**config.mk**
```make
export PLATFORM = sky130hd
export DESIGN_NAME = keypad_regs
export DESIGN_NICKNAME = d
export VERILOG_FILES = /design/src/rtl/keypad_pkg.sv /design/src/rtl/keypad_regs_key_debounce.sv /design/src/rtl/keypad_regs.sv
export SDC_FILE = /design/constraint.sdc
export NUM_CORES = 1
export LEC_CHECK = 0
export CAP_MARGIN = 20
export CORE_MARGIN = 4
export CORE_UTILIZATION = 59
export CTS_BUF_LIST = sky130_fd_sc_hd__clkbuf_8
export CTS_CLUSTER_SIZE = 40
export DETAILED_ROUTE_END_ITERATION = 8
export GPL_ROUTABILITY_DRIVEN = 1
export PLACE_DENSITY = 0.87
export SLEW_MARGIN = 15
export SYNTH_ARGS = -nofsm -noshare
export SYNTH_HDL_FRONTEND = slang
export SYNTH_HIERARCHICAL = 1
export SYNTH_SLANG_ARGS = --single-unit
```
**constraint.sdc**
```tcl
create_clock -name clk -period 3.3 [get_ports clk]
set_clock_uncertainty 0.15 [all_clocks]
set_input_delay 0.66 -clock clk [delete_from_list [all_inputs] [get_ports clk]]
set_output_delay 0.66 -clock clk [all_outputs]
set_load 0.01 [all_outputs]
```
**src/rtl/keypad_pkg.sv**
```systemverilog
// Shared constants and the KEYCNT register layout for the keypad register block.
package keypad_pkg;

  localparam int NUM_KEYS = 10;

  localparam int KEY_A      = 0;
  localparam int KEY_B      = 1;
  localparam int KEY_SELECT = 2;
  localparam int KEY_START  = 3;
  localparam int KEY_RIGHT  = 4;
  localparam int KEY_LEFT   = 5;
  localparam int KEY_UP     = 6;
  localparam int KEY_DOWN   = 7;
  localparam int KEY_R      = 8;
  localparam int KEY_L      = 9;

  localparam logic ADDR_KEYINPUT = 1'b0;
  localparam logic ADDR_KEYCNT   = 1'b1;

  localparam int KEYCNT_IRQ_EN_BIT = 14;
  localparam int KEYCNT_AND_BIT    = 15;

  localparam logic [15:0] KEYINPUT_RST = 16'h03FF;

  typedef struct packed {
    logic                cond_and;
    logic                irq_en;
    logic [NUM_KEYS-1:0] mask;
  } keycnt_t;

  // Bits 13:10 have no storage and always read back as zero.
  function automatic logic [15:0] keycnt_pack(input keycnt_t k);
    logic [15:0] v;
    v = '0;
    v[NUM_KEYS-1:0]      = k.mask;
    v[KEYCNT_IRQ_EN_BIT] = k.irq_en;
    v[KEYCNT_AND_BIT]    = k.cond_and;
    return v;
  endfunction

endpackage

```
**src/rtl/keypad_regs_key_debounce.sv**
```systemverilog
// Single-key debouncer: the stable level follows raw only after raw has
// differed from it for DEBOUNCE consecutive cycles.
module key_debounce #(
  parameter int DEBOUNCE = 4
) (
  input  logic clk,
  input  logic rst,
  input  logic raw,
  output logic stable
);

  localparam int CW = $clog2(DEBOUNCE + 1);

  logic [CW-1:0] cnt;

  always_ff @(posedge clk) begin
    if (rst) begin
      cnt    <= '0;
      stable <= 1'b1;
    end else if (raw == stable) begin
      cnt <= '0;
    end else if (cnt == CW'(DEBOUNCE - 1)) begin
      stable <= raw;
      cnt    <= '0;
    end else begin
      cnt <= cnt + CW'(1);
    end
  end

endmodule

```
**src/rtl/keypad_regs.sv**
```systemverilog
// GBA keypad block: debounced KEYINPUT, KEYCNT control register on the
// halfword I/O bus, and a single-cycle keypad interrupt request.
module keypad_regs
  import keypad_pkg::*;
#(
  parameter int DEBOUNCE = 4
) (
  input  logic                clk,
  input  logic                rst,
  input  logic [NUM_KEYS-1:0] keys_n,
  input  logic                sel,
  input  logic                we,
  input  logic                addr,
  input  logic [1:0]          be,
  input  logic [15:0]         wdata,
  output logic [15:0]         rdata,
  output logic                rvalid,
  output logic                irq
);

  logic [NUM_KEYS-1:0] raw_q;
  logic [NUM_KEYS-1:0] stable;
  keycnt_t             keycnt;
  logic [15:0]         keyinput;
  logic [15:0]         rd_val;
  logic [NUM_KEYS-1:0] hits;
  logic                or_hit;
  logic                and_hit;
  logic                cond;
  logic                cond_q;
  logic                unused_wdata;

  assign unused_wdata = ^wdata[13:10];

  always_ff @(posedge clk) begin
    if (rst) raw_q <= '1;
    else     raw_q <= keys_n;
  end

  for (genvar gi = 0; gi < NUM_KEYS; gi++) begin : g_key
    key_debounce #(.DEBOUNCE(DEBOUNCE)) u_key (
      .clk   (clk),
      .rst   (rst),
      .raw   (raw_q[gi]),
      .stable(stable[gi])
    );
  end

  assign keyinput = {6'b0, stable};

  // Bus: an access is one cycle with sel high. Writes complete at that edge
  // with no response; reads return rdata with a one-cycle rvalid pulse on the
  // following cycle, and may be issued back to back every cycle.
  always_ff @(posedge clk) begin
    if (rst) begin
      keycnt <= '0;
    end else if (sel && we && (addr == ADDR_KEYCNT)) begin
      if (be[0]) keycnt.mask[7:0] <= wdata[7:0];
      if (be[1]) begin
        keycnt.mask[9:8] <= wdata[9:8];
        keycnt.irq_en    <= wdata[KEYCNT_IRQ_EN_BIT];
        keycnt.cond_and  <= wdata[KEYCNT_AND_BIT];
      end
    end
  end

  assign rd_val = (addr == ADDR_KEYCNT) ? keycnt_pack(keycnt) : keyinput;

  always_ff @(posedge clk) begin
    if (rst) begin
      rdata  <= '0;
      rvalid <= 1'b0;
    end else begin
      rvalid <= sel && !we;
      if (sel && !we) rdata <= rd_val;
    end
  end

  // Condition is built from registered state only, so a write and a key
  // change landing on the same edge are both seen together.
  always_comb begin
    hits    = keycnt.mask & ~stable;
    or_hit  = |hits;
    and_hit = (keycnt.mask != '0) && (hits == keycnt.mask);
    cond    = keycnt.irq_en && (keycnt.cond_and ? and_hit : or_hit);
  end

  always_ff @(posedge clk) begin
    if (rst) begin
      cond_q <= 1'b0;
      irq    <= 1'b0;
    end else begin
      cond_q <= cond;
      irq    <= cond && !cond_q;
    end
  end

endmodule

```
==> results of run 1 <==
==> state kept, by name, summed over array words and instances, names as in the netlist <==
signal / flops
irq: 1
cond_q: 1
rvalid: 1
rdata: 12
raw_q: 10
g_key.u_key/cnt: 30
keycnt: 12
g_key.u_key/stable: 10
==> cell type report <==
cell class,count,area [um^2],area share [%]
Clock buffer,12,165,4.30
Clock inverter,4,46.3,1.21
Inverter,16,60.1,1.56
Multi-Input combinational cell,191,1510,39.3
Sequential cell,77,1540,40.1
Tap cell,70,87.6,2.28
Timing Repair Buffer,44,430,11.2
==> Yosys cell counts, types with 3 or more instances <==
cell	count
a211o_2	10
a211oi_1	10
a21oi_1	10
buf_2	4
buf_4	5
clkbuf_1	4
dfxtp_1	77
ha_1	20
inv_1	16
mux2i_1	14
nand2_1	19
nand3_1	3
nor2_1	15
nor2b_1	12
nor4_1	21
nor4b_2	11
or2_2	10
xnor2_1	10
==> per-layer routing <==
layer	up-vias	GRT usage, %	share of wire (%)
met3	7	7.87	5.5
li1	1147	-	-
met1	1043	22.8	44
met4	0	7.26	1.1
met2	52	33.5	50
met5	-	0	0
==> kinds of logic after synthesis <==
kind of cell	share of synthesized area, %
other	0.118
buffers and inverters	4.18
AOI/OAI and AO/OA	10.7
xor gates and xnor gates	2.76
adders and majority gates	7.89
muxes	4.42
DFF	48.6
and+or+nand+nor	21.3
==> metrics by stage <==
step	cell area [um^2]	utilization, %	hold slack (ns)
2_1_floorplan	3180	-	0.240
3_3_place_gp	3630	70.2	0.247
3_5_place_dp	3630	70.2	0.267
4_1_cts	3840	74.2	0.278
5_1_grt	3840	74.2	0.287
6_report	3840	74.2	0.272
==> final timing paths <==
path                          from       end  slack, ns  cells after the start
max                       rdata[7]  rdata[7]       1.23                      1
min                         cond_q       irq       0.27                      1
max reg2reg  g_key[3].u_key/stable    cond_q       1.79                      4
min reg2reg                 cond_q       irq       0.27                      1
==> power breakdown <==
part           internal [mW]  total [mW]  switching (mW)
Clock                  0.407       0.725           0.318
Combinational         0.0771       0.138          0.0613
Sequential             0.955       0.973          0.0190
Total                   1.44        1.84           0.398
==> summary.txt, run 1 <==
Net count, final - 392
FMAX - 0.483 GHz
Ys flop type - dfxtp_1
TNS Setup - 0 ns
Hold-fix buffers at CTS - 0
Largest net degree at the start of global routing - 56
Skew-Pair Late Insertion Delay - 0.35 ns
Total power - 1.84 mW
Worst slack at placement - 0.906 ns
Synth Warn # - 6
# fillers - 381
Setup violators final - 0
Status - complete, no violations
I/O pins - 51
Crit path kind - reg2out
Buffer and inverter count on the worst path - 1
Core region area - 5170 um^2
Vias in the first global route - 2,190
Layout cells sized above 1 - 16.6%
DR iter-0 viols - 96
Synth top area share - 48.6%
Post-route setup slack - 1.23 ns
Period utilization - 62.8%
CP cell instances - clkdlybuf4s50_1
Synthesized netlist cell count - 294
WL final - 5750 um
GPL Wtd Cong - 0.797
GRT Overall Usage - 19.9%
Top Family by Delay on Critical Path - buffers and inverters
Post-route DRC violation count - 0
Setup repair after global routing missed its margin - no
Total grt overflow - 0
Post-route ant nets - 0
CTS max path bufs - 2
Post_cts resized - 0
First-pass GRT wire length - 9900 um
CTS sink cnt - 77
Cell taking the most area after synthesis - dfxtp_1
Fraction of registers with async set/reset - 0%
Crit path launch type - flop
Most frequent cells in the layout - dfxtp_1 (77), clkdlybuf4s50_1 (41), nor4_1 (21)
Post-synthesis cell type count - 35
Initial core utilization - 61.3%
Number of flops mapped to enable cells by yosys - 0
Detailed placement HPWL - 4100 um
Worst path slowest cell - clkdlybuf4s50_1
Reg clk slew, reported paths - 0.07 ns
Final slew viol count - 0
Pwr per Cell Area - 478 nW/um^2
Req. time, crit path - 2.49 ns
Area Growth Syn to Fin - 21.1%
Commonest non-fill, non-tap cell in the layout - dfxtp_1
Maximum fanout along the worst path - 2
Routed wire per std cell - 13.9 um
Placed instance count - 398
Top cells by area, synth - dfxtp_1 (49%), ha_1 (7.9%), nor4b_2 (5.2%)
Relative slew slack - 32.6%
Root Driver - clkbuf_8
CP max stage delay - 0.55 ns
Leakage power - 1.49 nW
DIE AREA - 6610 um^2
Register area share after synthesis - 48.6%
Worst VDD drop - 0.368 mV
Vias per cell - 5.43
Total CTS buffers - 9
Count of input and output buffers - 42
Total number of vias - 2,249
Hold Vio Cnt, Final - 0
Finished Layout Cells - 414
N_diodes - 0
Die Y - 81.3 um
Die W - 81.3 um
Pre-antenna DRT Iters - 5
Final period demand of the worst path - 2.07 ns
Setup crit end kind - primary output
Worst Tran Pin Value - 1.01 ns
Area of the mapped netlist - 3170 um^2
#FFs+latches synth - 77
Synthesized area per cell - 10.8 um^2
CTS H-tree depth - 3
CP Data Arrival Time - 1.26 ns
Initial antenna violation count - 0
HP Class - reg2reg
Total of max-cap violations - 0
CTS tree - yes
Rows - 26
Setup bufs post-CTS - 0
(Power assumes the default switching activity.)
==> run 2: changes to the inputs <==
Settings changed: CORE_UTILIZATION 59 to 50, PLACE_DENSITY 0.87 to 0.78.
Clock period 3.3 ns to 1.85 ns, I/O delays scaled along.
==> summary.txt, run 2 (synthesized netlist as in run 1, its figures left out) <==
Status - complete, no violations (unchanged)
WL final - 5890 um (was 5750 um)
P_int - 2.76 mW (was 1.44 mW)
Fin util - 66.1% (was 74.2%)
Largest net degree at the start of global routing - 31 (was 56)
Hold-fix buffers at CTS - 0 (unchanged)
First-pass GRT wire length - 10,100 um (was 9900 um)
Pre-antenna DRT Iters - 4 (was 5)
Sequential share of power - 49.7% (was 53.0%)
Initial antenna violation count - 0 (unchanged)
Critical path depth - 1 (unchanged)
Net count, final - 401 (was 392)
Max FFs per register - 30 (unchanged)
HP Start - cond_q (unchanged)
Setup crit end kind - primary output (unchanged)
Total power - 3.49 mW (was 1.84 mW)
Root Driver - clkbuf_8 (unchanged)
Maximum fanout along the worst path - 2 (unchanged)
CTS tree - yes (unchanged)
Total CTS buffers - 9 (unchanged)
Die Y - 87.6 um (was 81.3 um)
Req. time, crit path - 1.33 ns (was 2.49 ns)
DIE AREA - 7680 um^2 (was 6610 um^2)
Top flop regs - g_key.u_key/cnt: 30 flops, keycnt: 12 flops, rdata: 12 flops (unchanged)
Period utilization - 95.6%
Reg clk slew, reported paths - 0.07 ns (about the same)
Post-route setup slack - 0.0811 ns (was 1.23 ns)
Vias per cell - 5.29 (was 5.43)
CP Data Arrival Time - 1.25 ns (was 1.26 ns)
Final slew viol count - 0 (unchanged)
Setup repair after global routing missed its margin - no (unchanged)
Pwr per Cell Area - 877 nW/um^2 (was 478 nW/um^2)
Top Family by Delay on Critical Path - buffers and inverters (unchanged)
Commonest non-fill, non-tap cell in the layout - dfxtp_1 (unchanged)
Placed cell areas - 3740 um^2 (was 3630 um^2)
N_diodes - 0 (unchanged)
Final instance area - 3980 um^2 (was 3840 um^2)
Setup violators final - 0 (unchanged)
RR Startpoint - g_key[9].u_key/stable (was g_key[3].u_key/stable)
Crit path launch type - flop (unchanged)
Post-route ant nets - 0 (unchanged)
Total of max-cap violations - 0 (unchanged)
Final period demand of the worst path - 1.77 ns
Total number of vias - 2,264 (was 2,249)
Count of input and output buffers - 42 (unchanged)
Worst path slowest cell - clkdlybuf4s50_1 (unchanged)
Worst slack at placement - 0.0203 ns (was 0.906 ns)
Clock share of power - 42.6% (was 39.5%)
Crit path kind - reg2out (unchanged)
HP Class - reg2reg (unchanged)
Core region area - 6030 um^2 (was 5170 um^2)
CTS H-tree depth - 3 (unchanged)
Finished Layout Cells - 428 (was 414)
Critical Path Start - rdata[4] (was rdata[7])
Worst VDD drop - 0.919 mV (was 0.368 mV)
CTS max path bufs - 2 (unchanged)
Detailed placement HPWL - 4280 um (was 4100 um)
Routed wire per std cell - 13.8 um (was 13.9 um)
Most frequent cells in the layout - dfxtp_1 (77), clkdlybuf4s50_1 (41), nor4_1 (21) (unchanged)
Leakage power - 1.56 nW (was 1.49 nW)
Post_cts resized - 0 (unchanged)
Skew-Pair Late Insertion Delay - 0.35 ns (about the same)
Reg2reg path depth - 4 (unchanged)
FMAX - 0.565 GHz
Setup bufs post-CTS - 0 (unchanged)
Layout cells sized above 1 - 19.0% (was 16.6%)
Rows - 28 (was 26)
Initial core utilization - 52.6% (was 61.3%)
Area Growth Syn to Fin - 25.6% (was 21.1%)
Comb pwr share - 7.8% (was 7.5%)
Switching power - 0.729 mW (was 0.398 mW)
R2R setup slack - 0.33 ns (was 1.79 ns)
Hold WS - 0.268 ns (was 0.272 ns)
I/O pins - 51 (unchanged)
Placed instance count - 412 (was 398)
GPL Wtd Cong - 0.861 (was 0.797)
GRT Overall Usage - 17.1% (was 19.9%)
Top reg by flops - g_key.u_key/cnt (unchanged)
Vias in the first global route - 2,210 (was 2,190)
CP max stage delay - 0.55 ns (about the same)
DR iter-0 viols - 92 (was 96)
Total grt overflow - 0 (unchanged)
Post-route DRC violation count - 0 (unchanged)
WHS Path Cells - 1 (unchanged)
Hold Vio Cnt, Final - 0 (unchanged)
Switching fraction of total power - 20.9% (was 21.7%)
CP cell instances - clkdlybuf4s50_1 (unchanged)
TNS Setup - 0 ns (unchanged)
CTS sink cnt - 77 (unchanged)
Buffer and inverter count on the worst path - 1 (unchanged)
Die W - 87.6 um (was 81.3 um)
[run 2: cell types whose count changed in the layout (fill, tap and decap cells not counted)]
cell,change
buf_4,+6
inv_1,-1
bufinv_16,+1
clkbuf_8,+1
clkinvlp_4,-1
buf_12,+3
[run 2: worst register-to-register path, stage by stage, from the launching register on]
cell and delay, ns:
dfxtp_1 0.49, nor2b_4 0.07, a2111oi_2 0.38, and3_4 0.26
nor3_1 0.05
[run 2: final cells by class]
class	count	area, um^2
clock inverter	3	65.1
timing repair buffer	53	536
sequential	77	1540
inverter	16	60.1
clock buffer	13	179
multi-input combinational	191	1510
tap	75	93.8
fill	491	2040
[run 2: path summary, 6_finish.rpt]
| path | endpoint |
|---|---|
| min reg2reg | irq |
| min | irq |
| max | rdata[4] |
| max reg2reg | cond_q |
[run 2: power groups by stage]
| stage | clock [mW] | combinational [mW] | sequential [mW] |
|---|---|---|---|
| global route | 1.61 | 0.297 | 1.74 |
| global placement | 0 | 0.266 | 1.77 |
| CTS | 1.52 | 0.274 | 1.74 |
| detailed placement | 0 | 0.272 | 1.77 |
| floorplan | 0 | 0.125 | 1.77 |
| finish | 1.49 | 0.271 | 1.73 |
[run 2: routing by layer]
metal / global-route usage (%) / vias up / wire [um]
met5: 0 / - / 0
met4: 5.44 / 0 / 69
met3: 6.59 / 7 / 298
met2: 28.1 / 45 / 2820
met1: 20.6 / 1054 / 2700
li1: - / 1158 / -
==> run 3: changes to the inputs <==
Settings changed: CORE_UTILIZATION 50 to 49, PLACE_DENSITY 0.78 to 0.77, SYNTH_HIERARCHICAL 1 to default.
==> summary.txt, run 3 <==
Crit path kind - reg2out (unchanged)
Post-route DRC violation count - 0 (unchanged)
Largest net degree at the start of global routing - 48 (was 31)
Layout cells sized above 1 - 9.73% (was 19.0%)
Switching power - 0.696 mW (was 0.729 mW)
Top Family by Delay on Critical Path - buffers and inverters (unchanged)
Synth Warn # - 0 (was 6)
Synthesized netlist cell count - 316 (was 294)
Final period demand of the worst path - 1.76 ns (was 1.77 ns)
Sequential share of power - 55.0% (was 49.7%)
Period utilization - 94.9% (was 95.6%)
Total of max-cap violations - 0 (unchanged)
Max FFs per register - 30 (unchanged)
Placed cell areas - 3590 um^2 (was 3740 um^2)
CTS tree - yes (unchanged)
TNS Setup - 0 ns (unchanged)
Top cells by area, synth - dfxtp_1 (50%), ha_1 (8.2%), nor2_1 (5.7%) (was dfxtp_1 (49%), ha_1 (7.9%), nor4b_2 (5.2%))
Worst path slowest cell - clkdlybuf4s50_1 (unchanged)
P_int - 2.45 mW (was 2.76 mW)
Fin util - 63.0% (was 66.1%)
Fraction of registers with async set/reset - 0% (unchanged)
CP cell instances - clkdlybuf4s50_1 (unchanged)
Number of flops mapped to enable cells by yosys - 0 (unchanged)
Setup crit end kind - primary output (unchanged)
GRT Overall Usage - 15.8% (was 17.1%)
Area of the mapped netlist - 3050 um^2 (was 3170 um^2)
Clock share of power - 37.1% (was 42.6%)
Total number of vias - 2,188 (was 2,264)
Total grt overflow - 0 (unchanged)
Initial core utilization - 51.0% (was 52.6%)
CP max stage delay - 0.54 ns (was 0.55 ns)
Hold-fix buffers at CTS - 0 (unchanged)
Status - complete, no violations (unchanged)
Detailed placement HPWL - 4030 um (was 4280 um)
DIE AREA - 7560 um^2 (was 7680 um^2)
Vias in the first global route - 2,093 (was 2,210)
Comb pwr share - 7.9% (was 7.8%)
Crit path launch type - flop (unchanged)
Most common library cells after synthesis - dfxtp_1 (77), nor2_1 (46), inv_1 (24) (was dfxtp_1 (77), nor4_1 (21), ha_1 (20))
CTS H-tree depth - 3 (unchanged)
Net count, final - 419 (was 401)
WL final - 5370 um (was 5890 um)
DR iter-0 viols - 68 (was 92)
Sequential cell area - 1540 um^2 (unchanged)
Relative slew slack - 51.3%
Initial antenna violation count - 0 (unchanged)
CTS max path bufs - 2 (unchanged)
Worst VDD drop - 0.451 mV (was 0.919 mV)
Post-synthesis cell type count - 31 (was 35)
Count of input and output buffers - 42 (unchanged)
CTS sink cnt - 77 (unchanged)
Setup violators final - 0 (unchanged)
CP Data Arrival Time - 1.24 ns (was 1.25 ns)
Die Y - 86.9 um (was 87.6 um)
Synthesized area per cell - 9.66 um^2 (was 10.8 um^2)
Switching fraction of total power - 22.1% (was 20.9%)
Setup bufs post-CTS - 0 (unchanged)
Ys flop type - dfxtp_1 (unchanged)
Pre-antenna DRT Iters - 4 (unchanged)
Leakage power - 1.50 nW (was 1.56 nW)
Req. time, crit path - 1.33 ns (about the same)
Skew-Pair Late Insertion Delay - 0.34 ns (was 0.35 ns)
Area Growth Syn to Fin - 23.6% (was 25.6%)
Core region area - 5990 um^2 (was 6030 um^2)
Register area share after synthesis - 50.5% (was 48.6%)
Rows - 28 (unchanged)
Worst Tran Pin Value - 0.731 ns
Die W - 86.9 um (was 87.6 um)
#FFs+latches synth - 77 (unchanged)
HP Class - reg2reg (unchanged)
Routed wire per std cell - 12.1 um (was 13.8 um)
Setup repair after global routing missed its margin - no (unchanged)
Top flop regs - g_key.u_key.cnt: 30 flops, keycnt: 12 flops, rdata: 12 flops (was g_key.u_key/cnt: 30 flops, keycnt: 12 flops, rdata: 12 flops)
Commonest non-fill, non-tap cell in the layout - dfxtp_1 (unchanged)
Vias per cell - 4.92 (was 5.29)
Final instance area - 3770 um^2 (was 3980 um^2)
First-pass GRT wire length - 9340 um (was 10,100 um)
# fillers - 516 (was 491)
GPL Wtd Cong - 0.830 (was 0.861)
N_diodes - 0 (unchanged)
Buffer and inverter count on the worst path - 1 (unchanged)
Synth top area share - 50.5% (was 48.6%)
Most frequent cells in the layout - dfxtp_1 (77), nor2_1 (46), clkdlybuf4s50_1 (41) (was dfxtp_1 (77), clkdlybuf4s50_1 (41), nor4_1 (21))
I/O pins - 51 (unchanged)
Final slew viol count - 0 (unchanged)
Top reg by flops - g_key.u_key.cnt (was g_key.u_key/cnt)
Maximum fanout along the worst path - 2 (unchanged)
Hold Vio Cnt, Final - 0 (unchanged)
Pwr per Cell Area - 834 nW/um^2 (was 877 nW/um^2)
Root Driver - clkbuf_8 (unchanged)
Most common cell in the netlist - dfxtp_1 (unchanged)
Area of the multi-input gates - 1360 um^2 (was 1510 um^2)
Post-route ant nets - 0 (unchanged)
Post_cts resized - 0 (unchanged)
Cell taking the most area after synthesis - dfxtp_1 (unchanged)
Reg clk slew, reported paths - 0.07 ns (about the same)
Total CTS buffers - 9 (unchanged)
FMAX - 0.570 GHz (was 0.565 GHz)
## run 3: changes by cell type after synthesis, sizes merged, moves of 3 or more
cell and change:
nand2b +3, or3 +10, clkbuf +6, nor4b -11, nor4 -19, buf -4, inv +8, nor2 +31
## run 3: area by class of cell
cell class / instances / area share [%]
clock buffer: 9 / 3.28
clock inverter: 6 / 1.49
inverter: 24 / 2.39
multi-input combinational: 203 / 36.0
sequential: 77 / 40.8
tap: 75 / 2.49
timing repair buffer: 51 / 13.5
## run 3: per-layer routing
layer	share of wire, %	vias to the layer above	routed length (um)	GRT usage, %
li1	-	1151	-	-
met1	44	987	2380	19.4
met2	49	37	2630	25.7
met3	4.3	13	233	4.26
met4	2.4	0	128	7.65
met5	0	-	0	0
## run 3: per-stage QoR
stage | hold WS [ns] | worst slack [ns] | instances | power [mW]
global placement | 0.234 | 0.0441 | 430 | 2.01
finish | 0.248 | 0.0946 | 445 | 3.15
detailed placement | 0.243 | 0.00579 | 430 | 2.02
global route | 0.260 | 0.0209 | 445 | 3.29
CTS | 0.256 | 0.0674 | 445 | 3.18
floorplan | 0.223 | 0.254 | 319 | 1.90
## run 3: logic make-up (layout without fill, tap and decap cells)
| logic type | after synthesis | in the layout | share of synthesized area [%] |
|---|---|---|---|
| multiplexers | 14 | 14 | 4.59 |
| XOR/XNOR | 10 | 10 | 2.87 |
| AND/OR/NAND/NOR | 115 | 115 | 18.9 |
| AO/OA/AOI/OAI | 40 | 40 | 9.51 |
| buffers and inverters | 39 | 90 | 5.33 |
| adder cells (fa/ha/maj) | 20 | 20 | 8.20 |
| flip-flops | 77 | 77 | 50.5 |
| other | 1 | 4 | 0.123 |
## run 3: power groups by stage
stage / sequential (mW) / clock (mW) / combinational, mW
6_report: 1.73 / 1.17 / 0.249
5_1_grt: 1.74 / 1.28 / 0.276
4_1_cts: 1.73 / 1.20 / 0.252
3_5_place_dp: 1.77 / 0 / 0.251
3_3_place_gp: 1.77 / 0 / 0.247
2_1_floorplan: 1.77 / 0 / 0.127
## run 3: worst paths after layout
path | to | startpoint | cells after the start | slack (ns)
hold reg to reg | irq | cond_q | 1 | 0.25
setup reg to reg | cond_q | keycnt[0] | 4 | 0.19
hold / removal | irq | cond_q | 1 | 0.25
setup / recovery | rdata[0] | rdata[0] | 1 | 0.09
